$ cat src/rtl/led_blink_scheduler.sv
// Multi-channel LED blink controller: one shared prescaler tick drives independent
// per-channel OFF/ON/BLINK/PULSE sequencers configured over a valid/ready write port.
module led_blink_scheduler #(
  parameter int NUM_CH  = 4,
  parameter int CLK_HZ  = 100_000_000,
  parameter int TICK_HZ = 1_000,
  parameter int PER_W   = 16,
  parameter int CNT_W   = 8,
  localparam int CH_W   = (NUM_CH > 1) ? $clog2(NUM_CH) : 1
) (
  input  logic                i_clk,
  input  logic                i_rst_n,
  input  logic                i_cfg_valid,
  output logic                o_cfg_ready,
  input  logic [CH_W-1:0]     i_cfg_ch,
  input  logic [1:0]          i_cfg_mode,
  input  logic [PER_W-1:0]    i_cfg_half_per,
  input  logic [CNT_W-1:0]    i_cfg_count,
  output logic [NUM_CH-1:0]   o_led,
  output logic [NUM_CH-1:0]   o_busy,
  output logic [NUM_CH-1:0]   o_done,
  output logic [3*NUM_CH-1:0] o_state
);

  localparam int TICK_DIV = CLK_HZ / TICK_HZ;
  localparam int PRESC_W  = $clog2(TICK_DIV);

  typedef enum logic [2:0] {
    S_OFF      = 3'd0,
    S_ON       = 3'd1,
    S_BLINK_HI = 3'd2,
    S_BLINK_LO = 3'd3,
    S_PULSE_HI = 3'd4,
    S_PULSE_LO = 3'd5
  } ch_state_t;

  logic [PRESC_W-1:0] presc;
  logic               r_tick;
  logic               accept;

  ch_state_t          state_q [NUM_CH];
  logic [PER_W-1:0]   half_q  [NUM_CH];
  logic [PER_W-1:0]   cnt_q   [NUM_CH];
  logic [CNT_W-1:0]   rem_q   [NUM_CH];
  logic [NUM_CH-1:0]  led_q;
  logic [NUM_CH-1:0]  busy_q;
  logic [NUM_CH-1:0]  done_q;

  // Handshake: a write transfers on any cycle where i_cfg_valid && o_cfg_ready.
  // Ready drops only in the r_tick cycle, so a write and tick processing never share a cycle.
  assign o_cfg_ready = ~r_tick;
  assign accept      = i_cfg_valid & ~r_tick;

  always_ff @(posedge i_clk or negedge i_rst_n) begin
    if (!i_rst_n) begin
      presc  <= '0;
      r_tick <= 1'b0;
    end else begin
      r_tick <= (presc == PRESC_W'(TICK_DIV - 1));
      presc  <= (presc == PRESC_W'(TICK_DIV - 1)) ? '0 : presc + 1'b1;
    end
  end

  always_ff @(posedge i_clk or negedge i_rst_n) begin
    if (!i_rst_n) begin
      for (int c = 0; c < NUM_CH; c++) begin
        state_q[c] <= S_OFF;
        half_q[c]  <= PER_W'(1);
        cnt_q[c]   <= '0;
        rem_q[c]   <= '0;
      end
      led_q  <= '0;
      busy_q <= '0;
      done_q <= '0;
    end else begin
      for (int c = 0; c < NUM_CH; c++) begin
        done_q[c] <= 1'b0;
        // Out-of-range channel numbers match no c, so such writes complete but change nothing.
        if (accept && (32'(i_cfg_ch) == c)) begin
          half_q[c] <= (i_cfg_half_per == '0) ? PER_W'(1) : i_cfg_half_per;
          cnt_q[c]  <= '0;
          rem_q[c]  <= i_cfg_count;
          case (i_cfg_mode)
            2'b00: begin
              state_q[c] <= S_OFF;
              led_q[c]   <= 1'b0;
              busy_q[c]  <= 1'b0;
            end
            2'b01: begin
              state_q[c] <= S_ON;
              led_q[c]   <= 1'b1;
              busy_q[c]  <= 1'b0;
            end
            2'b10: begin
              state_q[c] <= S_BLINK_HI;
              led_q[c]   <= 1'b1;
              busy_q[c]  <= 1'b1;
            end
            default: begin
              if (i_cfg_count != '0) begin
                state_q[c] <= S_PULSE_HI;
                led_q[c]   <= 1'b1;
                busy_q[c]  <= 1'b1;
              end else begin
                state_q[c] <= S_OFF;
                led_q[c]   <= 1'b0;
                busy_q[c]  <= 1'b0;
                done_q[c]  <= 1'b1;
              end
            end
          endcase
        end else if (r_tick && busy_q[c]) begin
          if (cnt_q[c] == half_q[c] - PER_W'(1)) begin
            cnt_q[c] <= '0;
            case (state_q[c])
              S_BLINK_HI: begin
                state_q[c] <= S_BLINK_LO;
                led_q[c]   <= 1'b0;
              end
              S_BLINK_LO: begin
                state_q[c] <= S_BLINK_HI;
                led_q[c]   <= 1'b1;
              end
              S_PULSE_HI: begin
                rem_q[c] <= rem_q[c] - CNT_W'(1);
                led_q[c] <= 1'b0;
                if (rem_q[c] == CNT_W'(1)) begin
                  state_q[c] <= S_OFF;
                  busy_q[c]  <= 1'b0;
                  done_q[c]  <= 1'b1;
                end else begin
                  state_q[c] <= S_PULSE_LO;
                end
              end
              S_PULSE_LO: begin
                state_q[c] <= S_PULSE_HI;
                led_q[c]   <= 1'b1;
              end
              default: begin
                state_q[c] <= state_q[c];
              end
            endcase
          end else begin
            cnt_q[c] <= cnt_q[c] + PER_W'(1);
          end
        end
      end
    end
  end

  always_comb begin
    o_state = '0;
    for (int c = 0; c < NUM_CH; c++) begin
      o_state[3*c +: 3] = state_q[c];
    end
  end

  assign o_led  = led_q;
  assign o_busy = busy_q;
  assign o_done = done_q;

endmodule
$ cat config.mk
export PLATFORM = sky130hd
export DESIGN_NAME = led_blink_scheduler
export DESIGN_NICKNAME = d
export VERILOG_FILES = /design/src/rtl/led_blink_scheduler.sv
export SDC_FILE = /design/constraint.sdc
export NUM_CORES = 1
export LEC_CHECK = 0
export ABC_AREA = 1
export ABC_CLOCK_PERIOD_IN_PS = 3700
export BUFFER_PORTS_ARGS = -buffer_cell sky130_fd_sc_hd__buf_2
export CELL_PAD_IN_SITES_DETAIL_PLACEMENT = 1
export CELL_PAD_IN_SITES_GLOBAL_PLACEMENT = 1
export CORE_UTILIZATION = 50
export DETAILED_ROUTE_END_ITERATION = 7
export PLACE_DENSITY_LB_ADDON = 0.12
export SLEW_MARGIN = 20
export SYNTH_ARGS = -nofsm -noshare
export SYNTH_HDL_FRONTEND = slang
export SYNTH_SLANG_ARGS = --single-unit
$ cat constraint.sdc
create_clock -name i_clk -period 3.7 [get_ports i_clk]
set_input_delay 0.185 -clock i_clk [delete_from_list [all_inputs] [get_ports i_clk]]
set_output_delay 0.185 -clock i_clk [all_outputs]
set_load 0.005 [all_outputs]
Yosys cells after proc, flatten, opt, wreduce, memory -nomap -nowiden
Cells that the tools add are included.
Word-level totals
  register bits: 202
  word-level logic and storage cells: 248
  input port bits: 31
  output and inout bits: 25
Operators by class
  add/sub/neg operators: 13
  reduce and logical (&&, ||, !) cells: 63
  bitwise operators: 2
  eq/ne operators: 30
  muxes and demuxes: 113
Operators with widths (number)
  16-bit 2-to-1 mux: 13
  8-bit 2-to-1 mux: 16
  16-bit by 1-bit adder with 16-bit output, second input constant: 4
  16-bit equality test: 4
  16-bit by 1-bit subtractor with 16-bit output, second input constant: 4
  1-bit 2-to-1 mux: 55
  3-bit 2-to-1 mux: 17
  3-bit case mux with 4 select lines: 4
  3-bit AND reduction: 12
  8-bit by 1-bit equality test with 1-bit output, second input constant: 4
  2-bit nonzero test: 16
  8-bit by 1-bit subtractor with 8-bit output, second input constant: 4
  3-bit by 2-bit equality test with 1-bit output, second input constant: 8
  3-bit equality test, second input constant: 8
  5-bit nonzero test: 4
  2-bit OR reduction: 10
  17-bit by 1-bit adder with 17-bit output, second input constant: 1
  17-bit equality test, second input constant: 1
  17-bit 2-to-1 mux: 1
  16-bit logical NOT: 1
  4-bit AND reduction: 4
  1-bit case mux with 2 select lines: 6
  3-bit nonzero test: 4
  3-bit case mux with 3 select lines: 1
  other kinds (8): 19

Logic depth before layout (Yosys ltp)
  word-level depth: 6
  gate-level depth with buffers: 16

Least setup slack after synthesis
No wires, ideal clock.
  path kind: register to register
  from: register half_q[16] in the netlist's numbering
  to: register state_q, in the netlist o_state[6]
  setup slack: 1.528 ns
  buffers on the path: 0
  arrival time: 2.055 ns
  stages on the path, launching flop included: 12
  clock period less this slack: 2.172 ns
  required time: 3.582 ns
  setup time: 0.118 ns
  cells stage by stage: dfstp_2 -> clkinv_1 -> ha_1 -> xnor2_1 -> a21oi_1 -> nand4_1 -> nor3_1 -> nand2_2 -> nand2_4 -> nand3_1 -> nand2_1 -> nand2_1
Between the ends
  longest elaborated chain between the ends: 4
Ends and longest elaborated chain
  from (decl): line 42  | logic [PER_W-1:0] half_q [NUM_CH];
  from (signal, indexed assignment): line 80  | half_q[c] <= (i_cfg_half_per == '0) ? PER_W'(1) : i_cfg_half_per;
  16-bit by 1-bit subtractor with 16-bit output: line 113  | if (cnt_q[c] == half_q[c] - PER_W'(1)) begin
  16-bit equality test: line 113
  2-bit nonzero test (no line)
  3-bit AND reduction (no line)
  to (signal, indexed assignment): line 140  | state_q[c] <= state_q[c];
  to (decl): line 41  | ch_state_t state_q [NUM_CH];
No other way between the ends.
A chain may end at the register's enable or synchronous reset.

Final worst setup path
  from: register half_q[32] in the netlist's numbering
  to: register rem_q[19] in the netlist's numbering
Between the ends
  longest elaborated chain between the ends: 4
Ends and longest elaborated chain
  16-bit by 1-bit subtractor with 16-bit output: line 113
  16-bit equality test: line 113
  2-bit nonzero test (no line)
  3-bit AND reduction (no line)
  to (signal, indexed assignment): line 82  | rem_q[c] <= i_cfg_count;
  to (signal, indexed assignment): line 125  | rem_q[c] <= rem_q[c] - CNT_W'(1);
  to (decl): line 44  | logic [CNT_W-1:0] rem_q [NUM_CH];
No other way between the ends.

==> impl_metrics.yaml <==
setup_path:
  worst_setup_path_start_kind: "register"
  end_kind: "register"
  worstPathRequired_ns: 4.12
  crit_type: "reg -> reg"
  cp_max_fo: 26
  worstPathArrival_ns: 3.28
pwr:
  cellPowerDensity_nw_per_um2: 441.7
  power.leakage_nw: 7.253
  ir_worst_vdd_uv: 347.1
floorplanning:
  die_w_um: 164.8
  core_sq_um: 26060
  die_area_sq_um: 27170
  die-height_um: 164.8
  floorplan.initialDensity: 0.5087
  num_rows: 59
  io_pins: 56
global_routing:
  grt_pass1_vias: 13440
  antenna_found_initial: 1
  grt_pass1_wl_um: 68660
  globalRouteTotalUtil: 0.3206
  grt_max_degree: 100
  overflow: 0
flow_run:
  max-cap-violations: 0
placement:
  place_congestion: 0.8639
  hpwlAfterDp_um: 30180
  place_area_sq_um: 13860
  io_buffers: 55
sta:
  fin_crit_sh: 0.7750
  tns_ns: 0
  min_period_ns: 2.868
  fmaxAchievable_ghz: 0.3487
  max_slew_margin: 0.3961
  finalSetupViolCount: 0
  skew_ns: 0.02459
  tightest_slew_ns: 0.9058
  rsz0062_at_grt: "no"
  slew_viol_final: 0
  hold_ws_ns: 0.02354
  hold_viol: 0
logic_synthesis:
  ys_seq_elements: 202
  synth_area_sq_um: 13260
  seq_area_frac_synth: 0.3817
  synthesis.nets: 1912
  ys_warn_count: 0
  avgSynthCellArea_sq_um: 7.131
  yosysUniqueCellTypes: 48
  synth_cells: 1859
layout:
  final_core_util: 0.5650
  layout_commonest_cell: "nand2_1"
  nets: 1966
  mostFrequentLayoutCells: "570 x nand2_1, 198 x dfrtp_1, 195 x inv_1, 171 x nor2_1, 139 x o21ai_0"
  fill_cells: 3381
  seq_area_sq_um: 5060
  multiInputGateArea_sq_um: 7216
  design_area_sq_um: 14720
  drive_above_1_share: 0.09783
  area.growth.synth_to_final_pct: 11.07
clock_network:
  cts_root_buf: "clkbuf_16"
  cts_made_buffers: 25
  cts_setup_buffers: 0
  cts_tree: "yes"
  path_clk_slew_ns: 0.07
  insertion_delay_ns: 0.55
  cts_htree_levels: 1
  clk_path_buf_depth: 3
  clock_sinks: 202
route:
  ant_nets: 0
  wl_um: 42280
  dr.first_iter.drc_count: 799
  routedWlPerCell_um: 18.63
  vias: 12890
  drc: 0
  vias_per_cell: 5.681
  dr.pass1.iters: 5
status:
  outcome: "finished clean"
worst_hold_path:
  hp-class: "in -> reg"
[final cells by class]
cell class | instances | share of cell area
diodes | 2 | 0.0003399
clock buffers | 39 | 0.05014
clock inverters | 7 | 0.002804
inverters | 204 | 0.05201
multi-input cells | 1405 | 0.4901
flip-flops and latches | 202 | 0.3436
well taps | 335 | 0.02847
repair buffers | 75 | 0.03255
[flip-flops by register name, indices dropped and copies added, names as in the netlist]
signal and count:
o_led 4, presc 17, o_done 4, o_busy 4, rem_q 32, half_q 64
r_tick 1, cnt_q 64, o_state 12
[report_power, final]
part | leakage, nW | internal, mW | switching, mW | total [mW]
Combinational | 4.27 | 0.509 | 0.953 | 1.46
Sequential | 2.59 | 2.41 | 0.260 | 2.67
Clock | 0.385 | 1.37 | 1.00 | 2.37
Total | 7.25 | 4.29 | 2.21 | 6.50
[final timing paths]
kind	from	endpoint	slack, ns	depth (start not counted)
worst max-delay path	half_q[32]$_DFFE_PN1P_	rem_q[19]$_DFFE_PN0P_	0.83	15
worst min-delay path	i_cfg_half_per[5]	half_q[5]$_DFFE_PN0P_	0.02	3
worst max register to register	half_q[32]$_DFFE_PN1P_	rem_q[19]$_DFFE_PN0P_	0.83	15
worst min register to register	rem_q[6]$_DFFE_PN0P_	rem_q[6]$_DFFE_PN0P_	0.48	2
max in group asynchronous	i_rst_n	half_q[16]$_DFFE_PN1P_	2.48	3
min in group asynchronous	i_rst_n	cnt_q[58]$_DFFE_PN0P_	0.27	2
[synthesized netlist by cell type, drive strengths merged]
library cell / instances / area [sq um]
nor3b: 2 / 15.01
clkbuf: 31 / 117.6
nand4: 78 / 488.0
and3: 1 / 6.260
ha: 22 / 275.3
nand2: 587 / 2261
o21ai: 150 / 792.0
or2: 13 / 81.33
a31o: 1 / 8.760
o311ai: 1 / 8.760
dfrtp: 198 / 4955
a21boi: 2 / 15.01
and2: 3 / 18.77
clkinv: 1 / 3.750
o211ai: 3 / 22.52
buf: 17 / 115.1
xnor2: 48 / 420.4
nor4: 12 / 75.07
nand3b: 23 / 172.7
a31oi: 6 / 37.54
o22ai: 17 / 106.4
dfstp: 4 / 105.1
o21bai: 5 / 48.80
xor2: 70 / 613.1
a41o: 1 / 10.01
a21oi: 36 / 180.2
o21a: 1 / 7.510
inv: 203 / 762.0
nor2: 189 / 789.5
nor3: 27 / 166.4
nand3: 107 / 578.1
[critical path, cell delays in order, from the launching register on]
cell     delay [ns]
dfstp_2        0.37
inv_1          0.15
ha_1           0.25
nand2_1        0.14
nor2_2         0.25
nand2_1        0.09
nand2_1        0.07
nand2_1        0.05
nor2_1         0.09
nand2_1        0.06
nor2_1         0.13
nand2_1        0.10
nand2_2        0.45
nand3_2        0.33
nand2_1        0.17
nand2_1        0.07
[routing by layer]
metal / share of wire / GRT usage / wire [um] / vias to the layer above
met1: 0.44 / 0.4147 / 18570 / 6368
met4: 0.033 / 0.1130 / 1405 / 0
met2: 0.48 / 0.5523 / 20480 / 306
met3: 0.043 / 0.03616 / 1830 / 92
met5: 0 / 0 / 0 / -
li1: - / - / - / 6125
[kinds of logic (layout without fill, tap and decap cells)]
logic type | count (synthesis) | after routing | synth area share
XOR/XNOR | 118 | 118 | 0.07796
AO/OA/AOI/OAI | 223 | 223 | 0.09335
flip-flops | 202 | 202 | 0.3817
AND/OR/NAND/NOR | 1042 | 1042 | 0.3509
adder cells (fa/ha/maj) | 22 | 22 | 0.02076
other | 0 | 2 | 0
buffers and inverters | 252 | 325 | 0.07532
[metrics by stage]
step,instances,total power [mW],setup slack (ns)
6_report,2269,6.504,0.8325
2_1_floorplan,1859,3.656,1.528
5_1_grt,2267,6.837,0.5883
3_3_place_gp,2213,4.046,1.038
4_1_cts,2267,6.534,0.8621
3_5_place_dp,2213,4.141,0.8902
[timing repair]
action,in CTS,in global routing
gates resized for setup,0,0
hold buffers,8,0
hold endpoints to repair,103,0
Power figures use the tool's default switching activity.
